## src/rtl/pipeline_cpu_core_p.sv

```systemverilog
// Three-stage (FD/EM/WB) core for the 10-bit ISA with parametrised data/address widths and external memories.
// Fetch-to-EM is 1 cycle and fetch-to-register-write is 2 cycles; FWD_EM=0 stalls FD one cycle on each EM dependency.
module pipeline_cpu_core_p #(
    parameter int DATA_W   = 10,
    parameter int ADDR_W   = 10,
    parameter int FWD_EM   = 1,
    parameter int RET_W    = 16,
    parameter int RESET_PC = 0
) (
    input  logic              clk,
    input  logic              rst,
    output logic [ADDR_W-1:0] imem_addr,
    input  logic [9:0]        imem_data,
    output logic [ADDR_W-1:0] dmem_addr,
    output logic [DATA_W-1:0] dmem_wdata,
    output logic              dmem_we,
    input  logic [DATA_W-1:0] dmem_rdata,
    output logic              halted,
    output logic [RET_W-1:0]  instret
);

    localparam logic [2:0] OP_R    = 3'b000;
    localparam logic [2:0] OP_SH   = 3'b001;
    localparam logic [2:0] OP_BNE  = 3'b010;
    localparam logic [2:0] OP_ADDI = 3'b011;
    localparam logic [2:0] OP_JMP  = 3'b100;
    localparam logic [2:0] OP_BEQ  = 3'b101;
    localparam logic [2:0] OP_LD   = 3'b110;
    localparam logic [2:0] OP_ST   = 3'b111;

    function automatic logic writes_reg(input logic [2:0] op, input logic [1:0] imm);
        return (op == OP_R) || (op == OP_SH && !imm[1]) || (op == OP_ADDI) || (op == OP_LD);
    endfunction

    logic [ADDR_W-1:0] pc_q, pc_d;
    logic              stop_q;
    logic [DATA_W-1:0] regs [8];

    logic              em_vld_q;
    logic [2:0]        em_op_q;
    logic [1:0]        em_imm_q;
    logic [2:0]        em_dst_q;
    logic [DATA_W-1:0] em_a_q, em_b_q;

    logic              wb_vld_q, wb_wr_q, wb_halt_q;
    logic [2:0]        wb_dst_q;
    logic [DATA_W-1:0] wb_dat_q;

    logic [2:0]        fd_op, fd_rs, fd_rt;
    logic [1:0]        fd_imm;
    logic              fd_rd_a, fd_rd_b, fd_halt;
    logic [DATA_W-1:0] opa, opb, alu, em_res;
    logic              em_wr, stall, issue;

    assign fd_op   = imem_data[9:7];
    assign fd_rs   = {imem_data[2], imem_data[6:5]};
    assign fd_rt   = {imem_data[2], imem_data[4:3]};
    assign fd_imm  = imem_data[1:0];
    assign fd_halt = (fd_op == OP_SH) && (fd_imm == 2'b10);

    always_comb begin
        fd_rd_a = 1'b0;
        fd_rd_b = 1'b0;
        case (fd_op)
            OP_R, OP_BNE, OP_BEQ, OP_ST: begin
                fd_rd_a = 1'b1;
                fd_rd_b = 1'b1;
            end
            OP_ADDI, OP_LD: fd_rd_a = 1'b1;
            OP_SH:          fd_rd_a = !fd_imm[1];
            default: ;
        endcase
    end

    assign em_wr = em_vld_q && writes_reg(em_op_q, em_imm_q);

    // EM bypass beats WB write-through, which beats the stored register value
    always_comb begin
        opa = regs[fd_rs];
        opb = regs[fd_rt];
        if (wb_wr_q && wb_dst_q == fd_rs) opa = wb_dat_q;
        if (wb_wr_q && wb_dst_q == fd_rt) opb = wb_dat_q;
        if (FWD_EM != 0 && em_wr && em_dst_q == fd_rs) opa = em_res;
        if (FWD_EM != 0 && em_wr && em_dst_q == fd_rt) opb = em_res;
    end

    assign stall = (FWD_EM == 0) && !stop_q && em_wr &&
                   ((fd_rd_a && fd_rs == em_dst_q) || (fd_rd_b && fd_rt == em_dst_q));
    assign issue = !stop_q && !stall;

    always_comb begin
        pc_d = pc_q;
        if (issue && !fd_halt) begin
            pc_d = pc_q + ADDR_W'(1);
            if (fd_op == OP_JMP)
                pc_d = ADDR_W'($signed(imem_data[6:0]));
            else if ((fd_op == OP_BNE && opa != opb) || (fd_op == OP_BEQ && opa == opb))
                pc_d = pc_q + ADDR_W'(fd_imm);
        end
    end

    always_comb begin
        alu = '0;
        case (em_op_q)
            OP_R: begin
                case (em_imm_q)
                    2'b00: alu = em_a_q + em_b_q;
                    2'b01: alu = em_a_q - em_b_q;
                    2'b10: alu = ($signed(em_a_q) < $signed(em_b_q)) ? DATA_W'(1) : '0;
                    default: alu = ~(em_a_q & em_b_q);
                endcase
            end
            OP_SH: begin
                if (em_imm_q == 2'b00)      alu = em_a_q >> 1;
                else if (em_imm_q == 2'b01) alu = em_a_q << 1;
            end
            OP_ADDI:      alu = em_a_q + DATA_W'($signed(em_imm_q));
            OP_LD, OP_ST: alu = em_a_q + DATA_W'(em_imm_q);
            default: ;
        endcase
    end

    assign em_res     = (em_op_q == OP_LD) ? dmem_rdata : alu;
    assign imem_addr  = pc_q;
    assign dmem_addr  = alu[ADDR_W-1:0];
    assign dmem_we    = em_vld_q && (em_op_q == OP_ST);
    assign dmem_wdata = dmem_we ? em_b_q : '0;

    always_ff @(posedge clk or posedge rst) begin
        if (rst) begin
            pc_q      <= ADDR_W'(RESET_PC);
            stop_q    <= 1'b0;
            em_vld_q  <= 1'b0;
            em_op_q   <= '0;
            em_imm_q  <= '0;
            em_dst_q  <= '0;
            em_a_q    <= '0;
            em_b_q    <= '0;
            wb_vld_q  <= 1'b0;
            wb_wr_q   <= 1'b0;
            wb_halt_q <= 1'b0;
            wb_dst_q  <= '0;
            wb_dat_q  <= '0;
            instret   <= '0;
            halted    <= 1'b0;
        end else begin
            pc_q      <= pc_d;
            // once HALT issues, FD only ever produces bubbles
            stop_q    <= stop_q | (issue && fd_halt);
            em_vld_q  <= issue;
            em_op_q   <= fd_op;
            em_imm_q  <= fd_imm;
            em_dst_q  <= fd_rt;
            em_a_q    <= opa;
            em_b_q    <= opb;
            wb_vld_q  <= em_vld_q;
            wb_wr_q   <= em_wr;
            wb_dst_q  <= em_dst_q;
            wb_dat_q  <= em_res;
            wb_halt_q <= em_vld_q && (em_op_q == OP_SH) && (em_imm_q == 2'b10);
            if (wb_vld_q)  instret <= instret + RET_W'(1);
            if (wb_halt_q) halted  <= 1'b1;
        end
    end

    always_ff @(posedge clk or posedge rst) begin
        if (rst) begin
            for (int i = 0; i < 8; i++) regs[i] <= '0;
        end else if (wb_wr_q) begin
            regs[wb_dst_q] <= wb_dat_q;
        end
    end

endmodule
```

## config.mk

```make
export PLATFORM = sky130hd
export DESIGN_NAME = pipeline_cpu_core_p
export DESIGN_NICKNAME = d
export VERILOG_FILES = /design/src/rtl/pipeline_cpu_core_p.sv
export SDC_FILE = /design/constraint.sdc
export NUM_CORES = 1
export LEC_CHECK = 0
export CORE_ASPECT_RATIO = 1.1
export CORE_MARGIN = 10
export CORE_UTILIZATION = 45
export DETAILED_ROUTE_END_ITERATION = 6
export PLACE_DENSITY = 0.68
export SLEW_MARGIN = 20
export SYNTH_ARGS = -nofsm -noshare
export SYNTH_HDL_FRONTEND = slang
export SYNTH_SLANG_ARGS = --single-unit
```

## constraint.sdc

```tcl
create_clock -name clk -period 11.9 [get_ports clk]
set_clock_uncertainty 0.05 [all_clocks]
set_input_delay 1.785 -clock clk [delete_from_list [all_inputs] [get_ports clk]]
set_output_delay 1.785 -clock clk [all_outputs]
set_load 0.03 [all_outputs]
```

==> results of run 1 <==
-- cell families (layout without fill, tap and decap cells) --
kind of cell,after synthesis,after routing
AND/OR/NAND/NOR,294,294
AO/OA/AOI/OAI,205,205
multiplexers,167,167
flip-flops,153,153
buffers and inverters,108,158
XOR/XNOR,44,44
adder cells (fa/ha/maj),36,36
-- layout make-up --
cell class / count / area (um2)
multi-input cells: 746 / 6206
clock buffers: 18 / 429.2
flip-flops and latches: 153 / 3829
clock inverters: 14 / 196.4
repair buffers: 84 / 798.3
fillers: 2067 / 10860
inverters: 42 / 162.7
well taps: 300 / 375.4
-- Yosys cell counts, drive strengths merged (10+ instances only) --
| cell type | number |
|---|---|
| a21oi | 50 |
| mux2i | 38 |
| nor3b | 10 |
| nand2b | 12 |
| nand3 | 25 |
| or2 | 10 |
| buf | 30 |
| dfrtp | 153 |
| a211oi | 10 |
| nor2 | 50 |
| inv | 41 |
| nand4 | 11 |
| nand2 | 75 |
| xor2 | 11 |
| nor3 | 34 |
| o21ai | 44 |
| xnor2 | 33 |
| mux4 | 40 |
| ha | 32 |
| clkbuf | 36 |
| mux2 | 89 |
| and3 | 10 |
| a21o | 10 |
| o211ai | 14 |
| nor2b | 10 |
-- power by group through the flow --
stage | Clock [mW] | Combinational, mW | Sequential [mW]
floorplan | 0 | 1.00 | 0.902
global placement | 0 | 1.34 | 0.935
detailed placement | 0 | 1.35 | 0.947
CTS | 0.582 | 1.36 | 0.942
global route | 0.605 | 1.50 | 0.977
finish | 0.573 | 1.37 | 0.948
-- per-layer routing --
metal	part of all wire (%)	vias to the layer above	wire [um]	track usage, %
met4	3.2	0	920	8.049
met1	41	4162	11850	24.45
li1	-	3818	-	-
met2	51	275	14850	33.29
met3	5.1	54	1492	2.651
met5	0	-	0	0
-- sequential cells by signal (all words and copies together) (netlist names), 2 cells and up --
register / flops
instret: 16
em_b_q: 10
regs: 80
em_op_q: 3
wb_dat_q: 10
em_a_q: 10
wb_dst_q: 3
imem_addr: 10
em_imm_q: 2
em_dst_q: 3
-- how the worst min path moves through the flow --
stage	end	slack, ns
3_5_place_dp	wb_dst_q[2]	0.33
4_1_cts	wb_dst_q[2]	0.36
5_1_grt	wb_dst_q[2]	0.38
3_3_place_gp	wb_dst_q[2]	0.33
6_report	wb_dst_q[2]	0.35
2_1_floorplan	wb_dst_q[2]	0.32
-- per-stage QoR --
step                      util (%)  worst slack (ns)  power [mW]
after floorplan                  -             5.944       1.907
after global placement       49.69             4.823       2.279
after detailed placement     49.69             4.797       2.302
after CTS                    52.42             5.210       2.887
after global routing         52.48             4.767       3.079
final                        52.48             5.159       2.893
-- placed cells by master (no fill, tap or decap), drive strengths merged, types with 10 or more instances in the layout --
cell	instances
dfrtp	153
mux2	89
nand2	75
clkdlybuf4s50	68
nor2	50
a21oi	50
o21ai	44
inv	43
mux4	40
mux2i	38
nor3	34
xnor2	33
ha	32
nand3	25
clkbuf	18
buf	16
o211ai	14
nand2b	12
nand4	11
xor2	11
and3	10
a21o	10
a211oi	10
nor2b	10
or2	10
nor3b	10
==> results by group, run 1 <==
Finish
  – Post-Layout Cell Count: 1357
  – # diodes: 0
  – Syn-to-layout area delta: 14.54%
  – Design area: 12000 um2
  – Share of cells above drive strength 1: 20.15%
  – Net count, final: 1102

Placement
  – Placed cell area: 11360 um2
  – Final GP Congestion: 0.9722
  – Post-Place Cells: 1325
  – Final HPWL DP: 21160 um
  – Port bufs: 69

Power
  – Combinational share of power: 47.4%
  – Internal: 1.703 mW
  – Leakage: 5.154 nW
  – Cell Pwr Density: 241.1 nW/um2
  – Peak supply drop: 117.2 uV
  – Clock share of power: 19.8%
  – Switching share of power: 41.13%
  – Switch Pwr: 1.190 mW
  – Share of power burned in registers: 32.8%

STA
  – Relative slew slack: 39.91%
  – RSZ-0062 raised after global routing: no
  – Final setup viols: 0
  – Tcrit/Tclk final: 56.65%
  – Minimum hold slack: 0.3547 ns
  – Count of pins over their slew limit: 0
  – Hold Fails Final Rpt: 0
  – Setup_tns: 0 ns
  – Fin crit period: 6.741 ns
  – Fmax: 148.3 MHz
  – Worst-margin pin slew: 0.8987 ns

Synth
  – Adder-Cell Fraction of Synth Area: 4.587%
  – Register area share after synthesis: 36.55%
  – Largest family of logic cells by synthesized area: multiplexers
  – Complex-gate fraction of the synthesized area: 13.79%
  – Most area-hungry cell type in the Yosys netlist: dfrtp_1
  – Main flop type after synthesis: dfrtp_1
  – #FFs+latches synth: 153
  – Post-Syn Nets: 1065
  – Syn. warnings: 0
  – Mux share of post-synthesis cell area: 21.96%
  – EDFF count, synth: 0
  – Top cell type's share of synthesized area: 36.55%
  – Syn_area_per_cell: 10.40 um2
  – Cell variety after synth: 90
  – Top cells by area, synth: dfrtp_1 (37%), mux2_2 (9.5%), mux4_2 (8.6%), ha_1 (3.8%), mux2i_1 (3.4%)
  – Simple-gate share of the synthesized area: 15.02%
  – Synth Area in XOR/XNOR: 3.679%
  – Mapped cell area: 10470 um2
  – Async SR Flop Fraction: 100.0%
  – Syn Inst Count: 1007

CTS
  – # H-tree levels: 4
  – Post-CTS setup buffers: 0
  – Clk_lat worst skew: 0.43 ns
  – CTS Buffer Depth: 2
  – Clock transition at the registers of the reported paths: 0.06 ns
  – Clock sinks: 153
  – CTS Hold Bufs: 0
  – CTS Buf Count: 17
  – Post-cts repair resize count: 0
  – CTS tree: built
  – CTS root buf: clkbuf_16

Drt
  – Drt initial violations: 609
  – Antenna viol nets, final: 0
  – Total Wirelength: 29110 um
  – Total number of vias: 8309
  – First drt pass iteration count: 5
  – Vias per inst: 6.123
  – Routed len/inst: 21.45 um
  – Remaining routing DRC violations: 0

Critical path
  – Reg2reg end: imem_addr[8]
  – CP endpoint: imem_addr[8]
  – Type of origin of the critical path: input pin
  – Crit-path max cell delay: 0.73 ns
  – Reg2reg path depth: 23
  – Crit-path slowest cell: nand4_1
  – Crit Path Max Fanout: 30
  – Cell chain of the critical path: clkdlybuf4s50_1 > buf_4 > xnor2_1 > nand4_1 > mux2_2 > mux2_2 > o31a_1 > a221o_1 > nor4_2 > and2_1 > nand2_1 > a31oi_1 > ha_1 > inv_1 > fa_1 > nand3b_1 > a21oi_1 > nand4_1 > o21ai_0 > a21oi_1
  – Buf/Inv on CP: 3
  – Worst Setup End Kind: register
  – Cell depth of the worst setup path: 20
  – Worst path arrival time: 6.97 ns
  – Kind of cell with the highest combined delay on the critical path: simple AND/OR/NAND/NOR gates
  – Crit Path Class: in -> reg
  – RR Startpoint: em_imm_q[1]
  – Reg2Reg Setup Slack: 5.95 ns
  – Setup crit start: imem_data[2]
  – WP data required: 12.12 ns

Die
  – Effective utilization at floorplan: 45.82%
  – Ports: 70
  – Die area: 29780 um2
  – Die width: 165.5 um
  – FP Rows: 58
  – Die Y: 180.0 um
  – Core area: 22860 um2

Job
  – MaxCap Viol Count: 0

Global routing
  – Vias in the first global route: 8408
  – First-pass GRT wire length: 46790 um
  – Largest net degree at the start of global routing: 88
  – Initial antenna violation count: 0
  – GRT Total Usage: 19.65%
  – Total gr overflow: 0

Hold path
  – Hold depth: 0
  – Hold/Removal Path Class: reg -> reg
  – HP Start: em_dst_q[2]

Outcome
  – Status: finished clean
Note: power is estimated with default switching activity, not from simulation.
==> run 2, diff against run 1 <==
--- a/config.mk
+++ b/config.mk
@@ -9,7 +9,7 @@
 export CORE_MARGIN = 10
 export CORE_UTILIZATION = 45
 export DETAILED_ROUTE_END_ITERATION = 6
-export PLACE_DENSITY = 0.68
+export PLACE_DENSITY = 0.7
 export SLEW_MARGIN = 20
 export SYNTH_ARGS = -nofsm -noshare
 export SYNTH_HDL_FRONTEND = slang
==> constraint.sdc (replaced) <==
create_clock -name clk -period 5.4 [get_ports clk]
set_clock_uncertainty 0.05 [all_clocks]
set_input_delay 0.81 -clock clk [delete_from_list [all_inputs] [get_ports clk]]
set_output_delay 0.81 -clock clk [all_outputs]
set_load 0.03 [all_outputs]
==> run 2 against run 1 <==
- combinational power rose by 140%
- clock power rose by 120%
- largest power group unchanged
- final cell count rose by 4.0%
- power rose by 130%
- non-clock buffer count rose by 55
- final area rose by 4.5%
- global-route usage rose by 0.28 points
- via count rose by 2.2%
- critical path type is now reg -> reg
- count of clock-buffer cells in the layout fell by 1
- setup slack got worse by 4.9 ns
==> results by group, run 2 (synthesis gave the netlist of run 1 again) <==
Outcome
  – Status: finished clean (unchanged)

Drt
  – Routed len/inst: 21.15 um (was 21.45 um)
  – Vias per inst: 6.021 (was 6.123)
  – Remaining routing DRC violations: 0 (unchanged)
  – Total Wirelength: 29850 um (was 29110 um)
  – Antenna viol nets, final: 0 (unchanged)
  – Total number of vias: 8495 (was 8309)
  – First drt pass iteration count: 5 (unchanged)
  – Drt initial violations: 709 (was 609)

Die
  – Core area: 22860 um2 (unchanged)
  – Effective utilization at floorplan: 45.82% (unchanged)
  – FP Rows: 58 (unchanged)
  – Ports: 70 (unchanged)
  – Die Y: 180.0 um (unchanged)
  – Die area: 29780 um2 (unchanged)
  – Die width: 165.5 um (unchanged)

Job
  – MaxCap Viol Count: 0 (unchanged)

Finish
  – Post-Layout Cell Count: 1411 (was 1357)
  – Top flop regs: regs: 80 flops, instret: 16 flops (unchanged)
  – Share of cells above drive strength 1: 25.47% (was 20.15%)
  – Design area: 12540 um2 (was 12000 um2)
  – Net count, final: 1157 (was 1102)
  – Most frequent cells in the layout: dfrtp_1 (153), mux2_2 (88), nand2_1 (75), clkdlybuf4s50_1 (68), buf_4 (66) (was dfrtp_1 (153), mux2_2 (88), nand2_1 (75), clkdlybuf4s50_1 (68))
  – Max FFs per register: 80 (unchanged)
  – Fillers: 1981 (was 2067)
  – # diodes: 0 (unchanged)
  – Largest Register: regs (unchanged)
  – Commonest non-fill, non-tap cell in the layout: dfrtp_1 (unchanged)
  – Syn-to-layout area delta: 19.74% (was 14.54%)

Placement
  – Post-Place Cells: 1379 (was 1325)
  – Placed cell area: 11820 um2 (was 11360 um2)
  – Final GP Congestion: 0.9428 (was 0.9722)
  – Final HPWL DP: 22130 um (was 21160 um)
  – Post-place setup slack: -0.05657 ns (was 4.797 ns)
  – Port bufs: 69 (unchanged)

CTS
  – CTS root buf: clkbuf_16 (unchanged)
  – Clock transition at the registers of the reported paths: 0.06 ns (about the same)
  – CTS tree: built (unchanged)
  – Clk_lat worst skew: 0.43 ns (about the same)
  – CTS Buffer Depth: 2 (unchanged)
  – CTS Hold Bufs: 0 (unchanged)
  – Clock sinks: 153 (unchanged)
  – # H-tree levels: 4 (unchanged)
  – CTS Buf Count: 17 (unchanged)

Global routing
  – First-pass GRT wire length: 47200 um (was 46790 um)
  – Total gr overflow: 0 (unchanged)
  – Largest net degree at the start of global routing: 68 (was 88)
  – GRT Total Usage: 19.93% (was 19.65%)
  – Vias in the first global route: 8564 (was 8408)
  – Initial antenna violation count: 0 (unchanged)

STA
  – Minimum hold slack: 0.3593 ns (was 0.3547 ns)
  – Fin crit period: 5.143 ns
  – Setup_tns: 0 ns (unchanged)
  – Final setup viols: 0 (unchanged)
  – Count of pins over their slew limit: 0 (unchanged)
  – Relative slew slack: 38.43% (was 39.91%)
  – RSZ-0062 raised after global routing: no (unchanged)
  – Fmax: 194.4 MHz
  – Hold Fails Final Rpt: 0 (unchanged)
  – Worst-margin pin slew: 0.9165 ns (was 0.8987 ns)
  – Tcrit/Tclk final: 95.24%
  – Final worst setup slack: 0.2568 ns (was 5.159 ns)

Hold path
  – Hold/Removal Path Class: reg -> reg (unchanged)

Critical path
  – Worst path arrival time: 5.45 ns (was 6.97 ns)
  – Reg2reg path depth: 24 (was 23)
  – Reg2Reg Setup Slack: 0.26 ns (was 5.95 ns)
  – CP endpoint: imem_addr[6] (was imem_addr[8])
  – Setup crit start: em_a_q[0] (was imem_data[2])
  – WP data required: 5.71 ns (was 12.12 ns)
  – Reg2reg end: imem_addr[6] (was imem_addr[8])
  – Crit Path Max Fanout: 3 (was 30)
  – Type of origin of the critical path: register (was input pin)
  – Worst Setup End Kind: register (unchanged)
  – RR Startpoint: em_a_q[0] (was em_imm_q[1])
  – Crit Path Class: reg -> reg (was in -> reg)

Power
  – Leakage: 5.441 nW (was 5.154 nW)
  – Peak supply drop: 252.5 uV (was 117.2 uV)
  – Cell Pwr Density: 528.7 nW/um2 (was 241.1 nW/um2)
## run 2: how the worst min path moves through the flow
stage	from	to	cells after the start
final	em_dst_q[2]	wb_dst_q[2]	0
after global routing	em_dst_q[2]	wb_dst_q[2]	0
after CTS	stop_q	em_vld_q	1
after detailed placement	em_dst_q[2]	wb_dst_q[2]	0
after global placement	stop_q	em_vld_q	1
after floorplan	em_dst_q[2]	wb_dst_q[2]	0
## run 2: metal layers
metal / GRT usage, % / share of wire [%]
met3: 3.016 / 4.8
met2: 33.21 / 50
met5: 0 / 0
met1: 24.15 / 40
met4: 10.44 / 4.9
## run 2: power by group
part	internal (mW)	total, mW	switching (mW)
logic	1.56	3.29	1.74
clock network	0.775	1.27	0.491
registers	1.59	2.07	0.478
total	3.92	6.63	2.71
## run 2: what timing repair did
| item | in CTS | in global routing |
|---|---|---|
| setup endpoints to repair | 0 | 8 |
| resized for setup | 0 | 22 |
| setup buffers | 0 | 1 |
## run 2: final cells by class
cell class / count / area (um2) / share of cell area, %
multi-input combinational: 746 / 6290 / 50.15
tap: 300 / 375.4 / 2.993
inverter: 42 / 162.7 / 1.297
clock inverter: 14 / 197.7 / 1.576
clock buffer: 17 / 425.4 / 3.392
sequential: 153 / 3829 / 30.53
timing repair buffer: 139 / 1261 / 10.06
## run 2: critical path: stages (launching register included)
cell,delay [ns]
dfrtp_1,0.37
buf_4,0.14
ha_1,0.21
inv_1,0.07
fa_1,0.42
or2_2,0.34
a221oi_1,0.25
o21a_1,0.16
o21a_1,0.16
o22ai_1,0.10
buf_4,0.18
xor2_1,0.17
a221o_1,0.39
nor4_4,0.25
and2_4,0.20
nand2_1,0.06
a31oi_1,0.18
ha_1,0.20
inv_1,0.06
fa_1,0.37
nand3b_1,0.21
buf_4,0.16
o21ai_0,0.16
a21oi_1,0.09
a21oi_1,0.15
## run 2: stage by stage
step                total power [mW]  utilization, %
floorplan                      4.203               -
global placement               5.182           51.68
detailed placement             5.227           51.71
CTS                            6.540           54.43
global route                   7.031           54.86
finish                         6.630           54.86
==> run 3, diff against run 2 <==
--- a/config.mk
+++ b/config.mk
@@ -7,9 +7,10 @@
 export LEC_CHECK = 0
 export CORE_ASPECT_RATIO = 1.1
 export CORE_MARGIN = 10
-export CORE_UTILIZATION = 45
+export CORE_UTILIZATION = 59
 export DETAILED_ROUTE_END_ITERATION = 6
-export PLACE_DENSITY = 0.7
+export DONT_BUFFER_PORTS = 1
+export PLACE_DENSITY = 0.82
 export SLEW_MARGIN = 20
 export SYNTH_ARGS = -nofsm -noshare
 export SYNTH_HDL_FRONTEND = slang
==> run 3 against run 2 <==
- sequential power is 6% higher
- first-iteration DRC count is 30% higher
- critical endpoint is now imem_addr[8]
- non-clock buffer count is 93 lower
- count of clock-buffer cells in the layout increased by 1
- global-route usage up 5.6 points
- final cell count fell by 11%
- combinational power down 9.7%
- die area decreased by 21%
- maximum frequency is 0.61% lower
- hold slack lost 0.015 ns
==> results by group, run 3 (synthesis gave the netlist of run 1 again) <==
Finish
  – Top flop regs: regs: 80 flops, instret: 16 flops (unchanged)
  – Syn-to-layout area delta: 10.15% (was 19.74%)
  – Max FFs per register: 80 (unchanged)
  – Largest Register: regs (unchanged)
  – # diodes: 0 (unchanged)
  – Most frequent cells in the layout: dfrtp_1 (152), mux2_2 (88), nand2_1 (75), nor2_1 (49), a21oi_1 (48) (was dfrtp_1 (153), mux2_2 (88), nand2_1 (75), clkdlybuf4s50_1 (68), buf_4 (66))
  – Post-layout util: 65.75% (was 54.86%)
  – Post-Layout Cell Count: 1257 (was 1411)
  – Commonest non-fill, non-tap cell in the layout: dfrtp_1 (unchanged)
  – Net count, final: 1064 (was 1157)
  – Share of cells above drive strength 1: 25.71% (was 25.47%)

Outcome
  – Status: finished clean (unchanged)

Critical path
  – Most frequent CP cell: a21oi_2 (was buf_4)
  – Crit Path Max Fanout: 12 (was 3)
  – WP data required: 5.64 ns (was 5.71 ns)
  – Crit Path Class: reg -> reg (unchanged)
  – Cell chain of the critical path: buf_4 > or3_1 > nor3_4 > or4b_1 > o211ai_2 > o31a_4 > a21oi_2 > a221o_1 > nor4_4 > and2_4 > nand2_1 > a31oi_1 > ha_2 > inv_1 > fa_1 > nand3b_1 > a21oi_2 > nand4_1 > o21ai_0 > a21oi_1 (was buf_4 > ha_1 > inv_1 > fa_1 > or2_2 > a221oi_1 > o21a_1 > o21a_1 > o22ai_1 > buf_4 > xor2_1 > a221o_1 > nor4_4 > and2_4 > nand2_1 > a31oi_1 > ha_1 > inv_1 > fa_1 > nand3b_1 > buf_4 > o21ai_0 > a21oi_1 > a21oi_1)
  – Buf/Inv on CP: 2 (was 5)
  – Crit-path slowest cell: or3_1 (was fa_1)
  – Kind of cell with the highest combined delay on the critical path: simple AND/OR/NAND/NOR gates (was compound AO/OA/AOI/OAI gates)
  – Type of origin of the critical path: register (unchanged)
  – Crit-path max cell delay: 0.63 ns (was 0.42 ns)
  – Worst Setup End Kind: register (unchanged)
  – Worst path arrival time: 5.42 ns (was 5.45 ns)

Global routing
  – Initial antenna violation count: 0 (unchanged)
  – First-pass GRT wire length: 47380 um (was 47200 um)
  – Largest net degree at the start of global routing: 106 (was 68)
  – Total gr overflow: 0 (unchanged)
  – GRT Total Usage: 25.56% (was 19.93%)
  – Vias in the first global route: 8345 (was 8564)

Die
  – Core area: 17550 um2 (was 22860 um2)
  – Die width: 147.0 um (was 165.5 um)
  – FP Rows: 51 (was 58)
  – Die area: 23490 um2 (was 29780 um2)
  – Die Y: 159.7 um (was 180.0 um)
  – Effective utilization at floorplan: 59.69% (was 45.82%)
  – Ports: 70 (unchanged)

Drt
  – Antenna viol nets, final: 0 (unchanged)
  – First drt pass iteration count: 7 (was 5)
  – Total number of vias: 8349 (was 8495)
  – Vias per inst: 6.642 (was 6.021)
  – Total Wirelength: 30270 um (was 29850 um)
  – Remaining routing DRC violations: 0 (unchanged)
  – Drt initial violations: 921 (was 709)
  – Routed len/inst: 24.08 um (was 21.15 um)

STA
  – Tcrit/Tclk final: 95.82% (was 95.24%)
  – Fmax: 193.3 MHz (was 194.4 MHz)
  – Fin crit period: 5.174 ns (was 5.143 ns)
  – Count of pins over their slew limit: 0 (unchanged)
  – Worst-margin pin slew: 0.9845 ns (was 0.9165 ns)
  – Relative slew slack: 33.86% (was 38.43%)
  – RSZ-0062 raised after global routing: yes (was no)
  – Minimum hold slack: 0.3440 ns (was 0.3593 ns)
  – Final worst setup slack: 0.2255 ns (was 0.2568 ns)
  – Setup_tns: 0 ns (unchanged)
  – Hold Fails Final Rpt: 0 (unchanged)
  – Final setup viols: 0 (unchanged)

CTS
  – CTS root buf: clkbuf_16 (unchanged)
  – CTS Buf Count: 17 (unchanged)
  – CTS tree: built (unchanged)
  – Clock sinks: 153 (unchanged)
  – CTS Buffer Depth: 2 (unchanged)
  – Clk_lat worst skew: 0.44 ns (was 0.43 ns)
  – # H-tree levels: 4 (unchanged)
  – Clock transition at the registers of the reported paths: 0.06 ns (about the same)

Power
  – Peak supply drop: 363.8 uV (was 252.5 uV)
  – Share of power burned in registers: 34.7% (was 31.2%)
  – Internal: 3.611 mW (was 3.923 mW)
  – Cell Pwr Density: 550.7 nW/um2 (was 528.7 nW/um2)
  – Switching share of power: 43.17% (was 40.84%)
  – Combinational share of power: 46.7% (was 49.7%)
  – Leakage: 5.047 nW (was 5.441 nW)
  – Clock share of power: 18.7% (was 19.1%)
  – Switch Pwr: 2.743 mW (was 2.708 mW)

Placement
  – Port bufs: 0 (was 69)
  – Post-place setup slack: -0.1201 ns (was -0.05657 ns)
  – Post-Place Cells: 1221 (was 1379)
  – Final HPWL DP: 21460 um (was 22130 um)
  – Final GP Congestion: 0.9869 (was 0.9428)

Hold path
  – Hold/Removal Path Class: in -> reg (was reg -> reg)

Job
  – MaxCap Viol Count: 0 (unchanged)
==> run 3: cell types whose count changed in the layout (fill, tap and decap cells not counted), moves of 3 or more <==
cell and change:
inv_8 +3, buf_4 -21, bufinv_16 -3, clkdlybuf4s50_1 -68, buf_12 -3
==> run 3: worst register-to-register path: stages, from the launching register on <==
cell	delay [ns]
dfrtp_1	0.38
buf_4	0.20
or3_1	0.63
nor3_4	0.42
or4b_1	0.50
o211ai_2	0.16
o31a_4	0.19
a21oi_2	0.06
a221o_1	0.34
nor4_4	0.30
and2_4	0.20
nand2_1	0.05
a31oi_1	0.21
ha_2	0.23
inv_1	0.05
fa_1	0.37
nand3b_1	0.21
a21oi_2	0.20
nand4_1	0.11
o21ai_0	0.11
a21oi_1	0.09
==> run 3: power by group through the flow <==
stage                     clock network [mW]  registers, mW  logic [mW]
after CTS                               1.19           2.19        2.85
after global routing                    1.25           2.26        3.20
final                                   1.19           2.20        2.97
after detailed placement                   0           2.19        2.82
after floorplan                            0           1.99        2.21
after global placement                     0           2.15        2.79
==> run 3: per-layer routing <==
layer | part of all wire, % | wire [um] | GRT usage [%]
met5 | 0 | 0 | 0
met4 | 3.3 | 986 | 10.78
met3 | 7.4 | 2238 | 4.946
met2 | 51 | 15490 | 44.11
met1 | 38 | 11560 | 30.48
==> run 3: timing repair <==
item,4_1_cts,5_1_grt
hold endpoints to repair,0,0
hold buffers,0,0
endpoints found under the setup margin,3,5
resized for setup,2,22
pin swaps,0,4
setup buffers,0,4
==> run 3: worst paths after layout <==
path / from / to / slack, ns / cells past startpoint
worst max-delay path: em_op_q[2] / imem_addr[8] / 0.23 / 20
worst min-delay path: imem_data[7] / em_op_q[0] / 0.34 / 0
worst max register to register: em_op_q[2] / imem_addr[8] / 0.23 / 20
worst min register to register: wb_halt_q / halted / 0.38 / 1
max in group asynchronous: rst / regs[26] / 3.72 / 2
min in group asynchronous: rst / regs[63] / 0.41 / 1
==> run 3: per-stage QoR <==
step                      total power, mW  instance area (um2)
after floorplan                     4.203                10470
after global placement              4.945                10810
after detailed placement            5.011                10820
after CTS                           6.231                11400
after global routing                6.702                11540
final                               6.354                11540
==> run 3: layout make-up <==
| class | instances | area (um2) |
|---|---|---|
| fill | 1333 | 6011 |
| inverter | 42 | 162.7 |
| clock inverter | 14 | 140.1 |
| clock buffer | 18 | 439.2 |
| multi-input combinational | 746 | 6310 |
| timing repair buffer | 46 | 357.8 |
| tap | 238 | 297.8 |
| sequential | 153 | 3830 |
